File: config.mk
export PLATFORM = sky130hd
export DESIGN_NAME = ctrl_step_sequencer_flat
export DESIGN_NICKNAME = d
export VERILOG_FILES = /design/src/rtl/ctrl_step_sequencer_pkg.sv /design/src/rtl/ctrl_step_sequencer_if.sv /design/src/rtl/ctrl_step_sequencer_ir_decode.sv /design/src/rtl/ctrl_step_sequencer.sv /design/src/flat_wrapper.sv
export SDC_FILE = /design/constraint.sdc
export NUM_CORES = 1
export LEC_CHECK = 0
export BUFFER_PORTS_ARGS = -buffer_cell sky130_fd_sc_hd__buf_2
export CAP_MARGIN = 0
export CORE_MARGIN = 10
export CORE_UTILIZATION = 25
export CTS_CLUSTER_SIZE = 8
export DETAILED_ROUTE_END_ITERATION = 10
export PLACE_DENSITY = 0.7
export SYNTH_ARGS = -nofsm -noshare
export SYNTH_HDL_FRONTEND = slang
export SYNTH_SLANG_ARGS = --single-unit
File: constraint.sdc
create_clock -name clk -period 2.15 [get_ports clk]
set_clock_uncertainty 0.2 [all_clocks]
set_input_delay 0.215 -clock clk [delete_from_list [all_inputs] [get_ports clk]]
set_output_delay 0.215 -clock clk [all_outputs]
set_load 0.01 [all_outputs]
File: src/rtl/ctrl_step_sequencer_pkg.sv
// mini_src_ctrl_pkg
// Shared definitions for the Mini SRC control-step sequencer:
//   - state_e     : FSM states with fixed 4-bit encodings (visible on state_o)
//   - ALU_*       : alu_control operation codes
//   - OP_*        : instruction opcodes handled by the register-register execute
//   - alu_map()   : opcode -> ALU operation, ALU_NOP for unmapped opcodes
//   - is_legal()  : opcode has an execute sequence in this sequencer
package mini_src_ctrl_pkg;

  localparam int OPC_FIELD_W = 5;
  localparam int ALU_FIELD_W = 5;

  typedef enum logic [3:0] {
    S_IDLE = 4'd0,
    S_T0   = 4'd1,
    S_T1   = 4'd2,
    S_T2   = 4'd3,
    S_T3   = 4'd4,
    S_T4   = 4'd5,
    S_T5   = 4'd6
  } state_e;

  localparam logic [ALU_FIELD_W-1:0] ALU_NOP  = 5'b00000;
  localparam logic [ALU_FIELD_W-1:0] ALU_ADD  = 5'b00001;
  localparam logic [ALU_FIELD_W-1:0] ALU_SUB  = 5'b00010;
  localparam logic [ALU_FIELD_W-1:0] ALU_AND  = 5'b00011;
  localparam logic [ALU_FIELD_W-1:0] ALU_OR   = 5'b00100;
  localparam logic [ALU_FIELD_W-1:0] ALU_SHR  = 5'b00101;
  localparam logic [ALU_FIELD_W-1:0] ALU_SHRA = 5'b00110;
  localparam logic [ALU_FIELD_W-1:0] ALU_SHL  = 5'b00111;
  localparam logic [ALU_FIELD_W-1:0] ALU_ROR  = 5'b01000;
  localparam logic [ALU_FIELD_W-1:0] ALU_ROL  = 5'b01001;
  localparam logic [ALU_FIELD_W-1:0] ALU_INC  = 5'b11111;

  localparam logic [OPC_FIELD_W-1:0] OP_ADD  = 5'b00011;
  localparam logic [OPC_FIELD_W-1:0] OP_SUB  = 5'b00100;
  localparam logic [OPC_FIELD_W-1:0] OP_ROR  = 5'b00101;
  localparam logic [OPC_FIELD_W-1:0] OP_ROL  = 5'b00110;
  localparam logic [OPC_FIELD_W-1:0] OP_SHR  = 5'b00111;
  localparam logic [OPC_FIELD_W-1:0] OP_SHRA = 5'b01000;
  localparam logic [OPC_FIELD_W-1:0] OP_SHL  = 5'b01001;
  localparam logic [OPC_FIELD_W-1:0] OP_AND  = 5'b01010;
  localparam logic [OPC_FIELD_W-1:0] OP_OR   = 5'b01011;

  // Unmapped opcodes return ALU_NOP; callers gate on is_legal() anyway.
  function automatic logic [ALU_FIELD_W-1:0] alu_map(input logic [OPC_FIELD_W-1:0] opc);
    logic [ALU_FIELD_W-1:0] op;
    case (opc)
      OP_ADD:  op = ALU_ADD;
      OP_SUB:  op = ALU_SUB;
      OP_ROR:  op = ALU_ROR;
      OP_ROL:  op = ALU_ROL;
      OP_SHR:  op = ALU_SHR;
      OP_SHRA: op = ALU_SHRA;
      OP_SHL:  op = ALU_SHL;
      OP_AND:  op = ALU_AND;
      OP_OR:   op = ALU_OR;
      default: op = ALU_NOP;
    endcase
    return op;
  endfunction

  function automatic logic is_legal(input logic [OPC_FIELD_W-1:0] opc);
    return alu_map(opc) != ALU_NOP;
  endfunction

endpackage

File: src/rtl/ctrl_step_sequencer_if.sv
// ctrl_step_sequencer_if
// Bundle between the control-step sequencer and the Mini SRC datapath/test side.
//   inputs to sequencer : run, mem_ready, ir
//   outputs             : r_out/r_in one-hot selects, datapath strobes,
//                         alu_control, state_o, instr_done, illegal
// modport slave is the sequencer; modport master is whoever drives it.
interface ctrl_step_sequencer_if #(
  parameter int DATA_W = 32,
  parameter int NREGS  = 16,
  parameter int ALU_W  = 5
);

  logic              run;
  logic              mem_ready;
  logic [DATA_W-1:0] ir;

  logic [NREGS-1:0]  r_out;
  logic [NREGS-1:0]  r_in;
  logic              p_out;
  logic              p_en;
  logic              mar_en;
  logic              mdr_en;
  logic              mdr_out;
  logic              read;
  logic              ir_en;
  logic              y_en;
  logic              zlo_en;
  logic              zlo_out;
  logic [ALU_W-1:0]  alu_control;
  logic [3:0]        state_o;
  logic              instr_done;
  logic              illegal;

  modport master (
    output run, mem_ready, ir,
    input  r_out, r_in, p_out, p_en, mar_en, mdr_en, mdr_out, read, ir_en,
           y_en, zlo_en, zlo_out, alu_control, state_o, instr_done, illegal
  );

  modport slave (
    input  run, mem_ready, ir,
    output r_out, r_in, p_out, p_en, mar_en, mdr_en, mdr_out, read, ir_en,
           y_en, zlo_en, zlo_out, alu_control, state_o, instr_done, illegal
  );

endinterface

File: src/rtl/ctrl_step_sequencer_ir_decode.sv
// ctrl_ir_decode
// Purely combinational IR field extraction for register-register ALU ops.
//   ir     : instruction register contents
//   opc    : ir[DATA_W-1 -: OPC_W]
//   ra_oh  : one-hot of ra (destination)
//   rb_oh  : one-hot of rb (first source)
//   rc_oh  : one-hot of rc (second source)
module ctrl_ir_decode #(
  parameter int DATA_W = 32,
  parameter int NREGS  = 16,
  parameter int OPC_W  = 5
) (
  input  logic [DATA_W-1:0] ir,
  output logic [OPC_W-1:0]  opc,
  output logic [NREGS-1:0]  ra_oh,
  output logic [NREGS-1:0]  rb_oh,
  output logic [NREGS-1:0]  rc_oh
);

  localparam int REG_AW   = $clog2(NREGS);
  localparam int RA_MSB   = DATA_W - 1 - OPC_W;
  localparam int RB_MSB   = RA_MSB - REG_AW;
  localparam int RC_MSB   = RB_MSB - REG_AW;
  localparam int TAIL_MSB = RC_MSB - REG_AW;

  localparam logic [NREGS-1:0] ONE = NREGS'(1);

  logic [REG_AW-1:0] ra;
  logic [REG_AW-1:0] rb;
  logic [REG_AW-1:0] rc;

  // Low IR bits (immediates etc.) carry no meaning for this instruction class.
  logic unused_ir_tail;

  assign opc = ir[DATA_W-1 -: OPC_W];
  assign ra  = ir[RA_MSB -: REG_AW];
  assign rb  = ir[RB_MSB -: REG_AW];
  assign rc  = ir[RC_MSB -: REG_AW];

  assign unused_ir_tail = ^ir[TAIL_MSB:0];

  // A shift decoder yields all zeros if a field exceeds NREGS-1, which keeps
  // the select at most one-hot when NREGS is not a power of two.
  assign ra_oh = ONE << ra;
  assign rb_oh = ONE << rb;
  assign rc_oh = ONE << rc;

endmodule

File: src/rtl/ctrl_step_sequencer.sv
// ctrl_step_sequencer
// Mini SRC control-step FSM: instruction fetch (T0-T2) with a memory ready
// handshake, then register-register ALU execute (T3-T5).
//   clk  : rising-edge clock
//   clr  : synchronous active-high reset, overrides run and mem_ready
//   bus  : slave side of ctrl_step_sequencer_if (run, mem_ready, ir in;
//          one-hot r_out/r_in, datapath strobes, alu_control, state_o,
//          instr_done and illegal out)
// Outputs are a Moore decode of the registered state and the current IR.
module ctrl_step_sequencer
  import mini_src_ctrl_pkg::*;
#(
  parameter int DATA_W = 32,
  parameter int NREGS  = 16,
  parameter int OPC_W  = 5,
  parameter int ALU_W  = 5
) (
  input logic                 clk,
  input logic                 clr,
  ctrl_step_sequencer_if.slave bus
);

  localparam int REG_AW = $clog2(NREGS);

  state_e state_q;
  state_e state_d;

  logic [OPC_W-1:0] opc;
  logic [NREGS-1:0] ra_oh;
  logic [NREGS-1:0] rb_oh;
  logic [NREGS-1:0] rc_oh;
  logic             opc_legal;
  logic [ALU_W-1:0] alu_exec;

  logic [NREGS-1:0] r_out;
  logic [NREGS-1:0] r_in;
  logic             p_out;
  logic             p_en;
  logic             mar_en;
  logic             mdr_en;
  logic             mdr_out;
  logic             read;
  logic             ir_en;
  logic             y_en;
  logic             zlo_en;
  logic             zlo_out;
  logic [ALU_W-1:0] alu_control;
  logic             instr_done;
  logic             illegal;

  ctrl_ir_decode #(
    .DATA_W (DATA_W),
    .NREGS  (NREGS),
    .OPC_W  (OPC_W)
  ) u_decode (
    .ir    (bus.ir),
    .opc   (opc),
    .ra_oh (ra_oh),
    .rb_oh (rb_oh),
    .rc_oh (rc_oh)
  );

  assign opc_legal = is_legal(OPC_FIELD_W'(opc));
  assign alu_exec  = ALU_W'(alu_map(OPC_FIELD_W'(opc)));

  always_ff @(posedge clk) begin
    if (clr) state_q <= S_IDLE;
    else     state_q <= state_d;
  end

  always_comb begin
    state_d     = state_q;
    r_out       = '0;
    r_in        = '0;
    p_out       = 1'b0;
    p_en        = 1'b0;
    mar_en      = 1'b0;
    mdr_en      = 1'b0;
    mdr_out     = 1'b0;
    read        = 1'b0;
    ir_en       = 1'b0;
    y_en        = 1'b0;
    zlo_en      = 1'b0;
    zlo_out     = 1'b0;
    alu_control = '0;
    instr_done  = 1'b0;
    illegal     = 1'b0;

    case (state_q)
      S_IDLE: begin
        if (bus.run) state_d = S_T0;
      end
      // PC -> MAR while the ALU computes PC+1 into ZLO.
      S_T0: begin
        p_out       = 1'b1;
        mar_en      = 1'b1;
        zlo_en      = 1'b1;
        alu_control = ALU_W'(ALU_INC);
        state_d     = S_T1;
      end
      // Strobes are held through the wait; reloading PC from an unchanged ZLO
      // is harmless, and MDR keeps the data from the mem_ready edge.
      S_T1: begin
        zlo_out = 1'b1;
        p_en    = 1'b1;
        read    = 1'b1;
        mdr_en  = 1'b1;
        if (bus.mem_ready) state_d = S_T2;
      end
      S_T2: begin
        mdr_out = 1'b1;
        ir_en   = 1'b1;
        state_d = S_T3;
      end
      // Unmapped opcodes abort here without touching any register.
      S_T3: begin
        if (opc_legal) begin
          r_out   = rb_oh;
          y_en    = 1'b1;
          state_d = S_T4;
        end else begin
          illegal = 1'b1;
          state_d = bus.run ? S_T0 : S_IDLE;
        end
      end
      S_T4: begin
        r_out       = rc_oh;
        alu_control = alu_exec;
        zlo_en      = 1'b1;
        state_d     = S_T5;
      end
      S_T5: begin
        zlo_out    = 1'b1;
        r_in       = ra_oh;
        instr_done = 1'b1;
        state_d    = bus.run ? S_T0 : S_IDLE;
      end
      default: state_d = S_IDLE;
    endcase
  end

  assign bus.r_out       = r_out;
  assign bus.r_in        = r_in;
  assign bus.p_out       = p_out;
  assign bus.p_en        = p_en;
  assign bus.mar_en      = mar_en;
  assign bus.mdr_en      = mdr_en;
  assign bus.mdr_out     = mdr_out;
  assign bus.read        = read;
  assign bus.ir_en       = ir_en;
  assign bus.y_en        = y_en;
  assign bus.zlo_en      = zlo_en;
  assign bus.zlo_out     = zlo_out;
  assign bus.alu_control = alu_control;
  assign bus.state_o     = state_q;
  assign bus.instr_done  = instr_done;
  assign bus.illegal     = illegal;

  // REG_AW documents the IR field width; the decoder derives its own copy.
  logic [31:0] unused_reg_aw;
  assign unused_reg_aw = REG_AW;

endmodule
File: src/flat_wrapper.sv
// flat-port wrapper written by rule: the top's interface ports become plain ports
module ctrl_step_sequencer_flat import mini_src_ctrl_pkg::*;
#(
  parameter int DATA_W = 32,
  parameter int NREGS  = 16,
  parameter int OPC_W  = 5,
  parameter int ALU_W  = 5
)
  (clk, clr, bus_run, bus_mem_ready, bus_ir, bus_r_out, bus_r_in, bus_p_out, bus_p_en, bus_mar_en, bus_mdr_en, bus_mdr_out, bus_read, bus_ir_en, bus_y_en, bus_zlo_en, bus_zlo_out, bus_alu_control, bus_state_o, bus_instr_done, bus_illegal);
  ctrl_step_sequencer_if #(.DATA_W(DATA_W), .NREGS(NREGS), .ALU_W(ALU_W)) bus_i ();
  input logic clk;
  input logic clr;
  input wire logic [$bits(bus_i.run)-1:0] bus_run;
  input wire logic [$bits(bus_i.mem_ready)-1:0] bus_mem_ready;
  input wire logic [$bits(bus_i.ir)-1:0] bus_ir;
  output wire logic [$bits(bus_i.r_out)-1:0] bus_r_out;
  output wire logic [$bits(bus_i.r_in)-1:0] bus_r_in;
  output wire logic [$bits(bus_i.p_out)-1:0] bus_p_out;
  output wire logic [$bits(bus_i.p_en)-1:0] bus_p_en;
  output wire logic [$bits(bus_i.mar_en)-1:0] bus_mar_en;
  output wire logic [$bits(bus_i.mdr_en)-1:0] bus_mdr_en;
  output wire logic [$bits(bus_i.mdr_out)-1:0] bus_mdr_out;
  output wire logic [$bits(bus_i.read)-1:0] bus_read;
  output wire logic [$bits(bus_i.ir_en)-1:0] bus_ir_en;
  output wire logic [$bits(bus_i.y_en)-1:0] bus_y_en;
  output wire logic [$bits(bus_i.zlo_en)-1:0] bus_zlo_en;
  output wire logic [$bits(bus_i.zlo_out)-1:0] bus_zlo_out;
  output wire logic [$bits(bus_i.alu_control)-1:0] bus_alu_control;
  output wire logic [$bits(bus_i.state_o)-1:0] bus_state_o;
  output wire logic [$bits(bus_i.instr_done)-1:0] bus_instr_done;
  output wire logic [$bits(bus_i.illegal)-1:0] bus_illegal;
  assign bus_i.run = bus_run;
  assign bus_i.mem_ready = bus_mem_ready;
  assign bus_i.ir = bus_ir;
  assign bus_r_out = bus_i.r_out;
  assign bus_r_in = bus_i.r_in;
  assign bus_p_out = bus_i.p_out;
  assign bus_p_en = bus_i.p_en;
  assign bus_mar_en = bus_i.mar_en;
  assign bus_mdr_en = bus_i.mdr_en;
  assign bus_mdr_out = bus_i.mdr_out;
  assign bus_read = bus_i.read;
  assign bus_ir_en = bus_i.ir_en;
  assign bus_y_en = bus_i.y_en;
  assign bus_zlo_en = bus_i.zlo_en;
  assign bus_zlo_out = bus_i.zlo_out;
  assign bus_alu_control = bus_i.alu_control;
  assign bus_state_o = bus_i.state_o;
  assign bus_instr_done = bus_i.instr_done;
  assign bus_illegal = bus_i.illegal;
  ctrl_step_sequencer #(.DATA_W(DATA_W), .NREGS(NREGS), .OPC_W(OPC_W), .ALU_W(ALU_W)) u_core (.clk(clk), .clr(clr), .bus(bus_i));
endmodule
After elaboration in Yosys (flattened, before gate mapping)
Memories as Yosys holds them, arrays and structs flattened. Cells that the tools add are included.

Shift operators: 3. Mux-type cells: 21. Reduce and logical (&&, ||, !) cells: 5. Equal/unequal tests: 8.

Operators by type and width (number): $shl A1 B4 Y16 const A (3); $mux W16 (2); $pmux W16 S2 (1); $pmux W4 S7 (1); $eq A4 B3 Y1 const B (3); $mux W4 (3); $mux W1 (11); $mux W5 (2); $pmux W5 S2 (1); $eq A4 B2 Y1 const B (2); $reduce_bool A5 Y1 (1); $eq A4 B1 Y1 const B (1); $logic_not A4 Y1 (1); $ne A2 B2 Y1 const B (2); $reduce_or A2 Y1 (2); $reduce_and A2 Y1 (1).

Bits in read-only memories: 128. Word-level logic and storage cells: 40. Memories: 2. Register bits: 4. Input bits: 36.

Memories: (name not given) (depth 16, width 4, rd ports 1, clocked after memory_dff 0, write ports 0, line ctrl_step_sequencer_pkg.sv:48) `case (opc)`; (name not given) (depth 16, width 4, rd ports 1, clocked after memory_dff 0, write ports 0, line ctrl_step_sequencer_pkg.sv:48).

Logic depth before layout (Yosys ltp)
An unclocked memory read counts as a cell.

Depth in word-level cells: 5. Gate-level depth with buffers: 7. Gate-level depth less buffers: 6.

By module
From an unflattened synthesis, not the netlist that was laid out.

Cells, all modules: 162. Area, all modules: 1477.7 um2.

By module, submodules not included: ctrl_step_sequencer (instances 1, seq. area each 60.1 um2, cells an instance 97, area an instance 760.7 um2); ctrl_ir_decode (instances 1, seq. area each 0.0 um2, cells an instance 65, area an instance 716.9 um2).

Least setup slack after synthesis
No wires, ideal clock.

Path type: in2out. Start: in bus_ir[27]. End: out bus_r_out[11]. Required time: 1.735 ns. Buffers on the path: 1. Cell stages on the path: 7. Path slack: 0.213 ns. Data arrival time: 1.522 ns. Cell sequence: inv_1 > ha_1 > mux2i_1 > o22ai_2 > o311ai_4 > buf_6 > o2bb2ai_1.

Word-level cells in the longest chain between the ends: 5.

RTL lines: from (decl) (line flat_wrapper.sv:15) `input wire logic [$bits(bus_i.ir)-1:0] bus_ir;`; $mem_v2 Z16 W4; $mux W5 (line ctrl_step_sequencer_pkg.sv:48); $reduce_bool A5 Y1 (line ctrl_step_sequencer_pkg.sv:64) `return alu_map(opc) != ALU_NOP;`; $mux W16 (line ctrl_step_sequencer.sv:117) `if (opc_legal) begin`; $pmux W16 S2 (line ctrl_step_sequencer.sv:89) `case (state_q)`; to (decl) (line flat_wrapper.sv:16) `output wire logic [$bits(bus_i.r_out)-1:0] bus_r_out;`.

No other way between the ends.

Worst setup path in the final report
Start: in bus_ir[28]. End: out bus_r_out[11].

Same word-level chain as after synthesis.

==> flow_metrics.env <==
export IMPL_status="finished clean"
export IMPL_port_buffer_count=72
export IMPL_yosys_warnings=0
export IMPL_dp_cells=265
export IMPL_synth_edf_count=0
export IMPL_rsz0062_at_grt="true"
export IMPL_startpoint="bus_ir[28]"
export IMPL_io_pins=89
export IMPL_async_reset_ff_frac=0
export IMPL_die_h_um=79.7
export IMPL_r2r_end="u_core.bus.state_o[1]"
export IMPL_holdWs_ns=0.159
export IMPL_grt_pass1_wl_mm=5.61
export IMPL_powerDensity_nw_per_um2=232
export IMPL_fp_dieW_um=79.7
export IMPL_end_kind="output port"
export IMPL_instances_no_fill=272
export IMPL_drc_errors=0
export IMPL_ys_seq_area_frac=0.0673
export IMPL_reg2reg_setup_slack_ns=0.71
export IMPL_path_common_cell="buf_12"
export IMPL_min_from="bus_mem_ready"
export IMPL_max_freq_mhz=471
export IMPL_crit_chain="buf_4 -> ha_2 -> or3b_4 -> o21ai_4 -> o311ai_4 -> buf_12 -> buf_12 -> o2bb2ai_2 -> buf_2"
export IMPL_ir_drop_v=0.000292
export IMPL_cp_num_buf_inv=4
export IMPL_required_ns=1.74
export IMPL_maxCapViolCount=0
export IMPL_clk_pin_slew_ns=0.04
export IMPL_antenna_found_initial=0
export IMPL_drv_slew=0
export IMPL_pre_cts_ws_ns=-0.0673
export IMPL_cp_arrival_ns=1.71
export IMPL_cts_htree_levels=1
export IMPL_synth_top_flop_cell="dfxtp_1"
export IMPL_viasPerCell=4.67
export IMPL_syn_inst=145
export IMPL_leakage_nw=0.811
export IMPL_hp_class="primary input to register"
export IMPL_syn_cell_area_sq_um=892
export IMPL_worst_path_max_delay_cell="or3b_4"
export IMPL_min_to="u_core.bus.state_o[0]"
export IMPL_cpPeakStageDelay_ns=0.41
export IMPL_initial_core_util=0.263
export IMPL_top_usage_layer="met2"
export IMPL_drive_gt1_frac=0.518
export IMPL_gr_usage_met1=0.120
export IMPL_syn_num_nets=185
export IMPL_critical_path_class="primary input to output port"
export IMPL_critPathLaunchType="primary input"
export IMPL_gp_congestion=0.817
export IMPL_drt_pre_antenna_iters=4
export IMPL_cts_tree="yes"
export IMPL_die_area_sq_um=6360
export IMPL_post_route_util=0.471
export IMPL_row_count=21
export IMPL_r2r_start="u_core.bus.state_o[1]"
export IMPL_fin_ws_ns=0.0252
export IMPL_clk_path_buf_depth=2
export IMPL_antenna_left=0
export IMPL_critPathTopFamily="buffers and inverters"
export IMPL_core_area_sq_um=3390
export IMPL_first_global_vias=1245
export IMPL_grt_max_degree=12
export IMPL_hpwl_mm=3.02
export IMPL_clockRootBuffer="clkbuf_4"
export IMPL_insertion_delay_ns=0.24
export IMPL_antennaDiodeCount=0
export IMPL_grt_overflow_total=0
export IMPL_finalHoldViolations=0
export IMPL_period_minus_slack_ns=2.12
export IMPL_ys_ff_latch=3
export IMPL_setup_viol=0
export IMPL_vias=1270
export IMPL_nets=267
export IMPL_fin_crit_sh=0.988
export IMPL_avgSynthCellArea_sq_um=6.15
export IMPL_area_growth_pct=78.8
export IMPL_grt_util_all_layers=0.104
export IMPL_cts_buffers=3
export IMPL_hold_depth=3
export IMPL_drt_wl_total_mm=3.75
export IMPL_clock_sinks=3
export IMPL_largest_register_ff_count=3
export IMPL_use_met3=0.0405
export IMPL_post_drt_wl_per_cell_um=13.8
export IMPL_ff2ff_path_depth=4
export IMPL_drtIter0Drc=78
export IMPL_use_met2=0.179
export IMPL_cp_max_fo=7
export IMPL_synthDistinctLibCells=33
[what timing repair did]
action	in CTS	in global routing
endpoints found under the setup margin	13	17
pin swaps	3	9
buffers inserted	1	0
endpoints found under the hold margin	3	0
hold buffers	1	0
gates resized for setup	14	27
gates cloned	1	0
[report_power, final]
| group | switching [mW] | internal [mW] | total (mW) |
|---|---|---|---|
| Sequential | 0.00824 | 0.0606 | 0.0688 |
| Clock | 0.0319 | 0.0697 | 0.102 |
| Combinational | 0.111 | 0.0885 | 0.199 |
[placed cells by master (no fill, tap or decap), drive strengths merged]
cell / Yosys / layout
a211oi: 1 / 1
and4: 1 / 1
or3: 1 / 1
dlygate4sd3: 0 / 1
a21o: 2 / 2
and2b: 1 / 1
ha: 4 / 4
and2: 3 / 3
nor2: 21 / 21
o311ai: 2 / 2
inv: 6 / 6
nand3: 8 / 8
nor3b: 3 / 3
o21ai: 14 / 14
o2bb2ai: 4 / 4
a221oi: 1 / 1
conb: 1 / 1
clkbuf: 1 / 4
mux2i: 1 / 1
a21oi: 5 / 5
dfxtp: 3 / 3
nand2b: 4 / 4
nor3: 5 / 5
o22ai: 1 / 1
or3b: 1 / 1
o31ai: 1 / 1
nor2b: 12 / 12
nand4: 1 / 1
nand3b: 2 / 2
buf: 8 / 85
nand2: 27 / 27
[Yosys cell counts (all sizes together) (2+ instances only)]
library cell / n / area share
o21ai: 14 / 0.10
nand2: 27 / 0.11
a21o: 2 / 0.017
nor2b: 12 / 0.084
buf: 8 / 0.072
and2: 3 / 0.021
dfxtp: 3 / 0.067
a21oi: 5 / 0.028
o2bb2ai: 4 / 0.039
nand3b: 2 / 0.017
nor3: 5 / 0.028
nor2: 21 / 0.088
ha: 4 / 0.056
nand2b: 4 / 0.028
nor3b: 3 / 0.025
o311ai: 2 / 0.039
nand3: 8 / 0.045
inv: 6 / 0.025
[worst min-delay path, stage by stage]
cell	delay, ns
buf_2	0.08
a221oi_1	0.06
a211oi_1	0.18
[routing by layer]
layer,share of wire,vias to the layer above
li1,-,657
met1,0.42,565
met2,0.50,48
met3,0.082,0
met4,0,0
met5,0,-
[worst max path at each step]
| stage | slack [ns] | depth (start not counted) | end |
|---|---|---|---|
| 3_3_place_gp | -0.04 | 10 | bus_r_out[3] |
| 2_1_floorplan | 0.21 | 7 | bus_r_out[11] |
| 3_5_place_dp | -0.07 | 10 | bus_r_out[11] |
| 4_1_cts | 0.0006 | 11 | bus_r_out[14] |
| 5_1_grt | -0.04 | 5 | bus_r_out[0] |
| 6_report | 0.03 | 9 | bus_r_out[11] |
[final cells by class]
class / count / area (sq um)
well taps: 46 / 57.6
repair buffers: 86 / 548
fillers: 346 / 1790
multi-input cells: 127 / 873
clock buffers: 4 / 26.3
flip-flops and latches: 3 / 62.6
inverters: 6 / 27.5
[cell families (layout without fill, tap and decap cells)]
kind of cell             after synthesis  count (layout)  synth area share
AO/OA/AOI/OAI                         31              31             0.268
adder cells (fa/ha/maj)                4               4            0.0561
buffers and inverters                 15              96             0.101
flip-flops                             3               3            0.0673
multiplexers                           1               1            0.0112
other                                  1               1           0.00420
AND/OR/NAND/NOR                       90              90             0.492
[metrics by stage]
| step | TNS (ns) | total power [mW] | instance area, sq um |
|---|---|---|---|
| final | 0 | 0.370 | 1600 |
| after global placement | -0.227 | 0.240 | 1360 |
| after global routing | -0.117 | 0.404 | 1600 |
| after CTS | 0 | 0.366 | 1480 |
| after floorplan | 0 | 0.167 | 892 |
| after detailed placement | -0.474 | 0.243 | 1360 |
(Power assumes the default switching activity.)
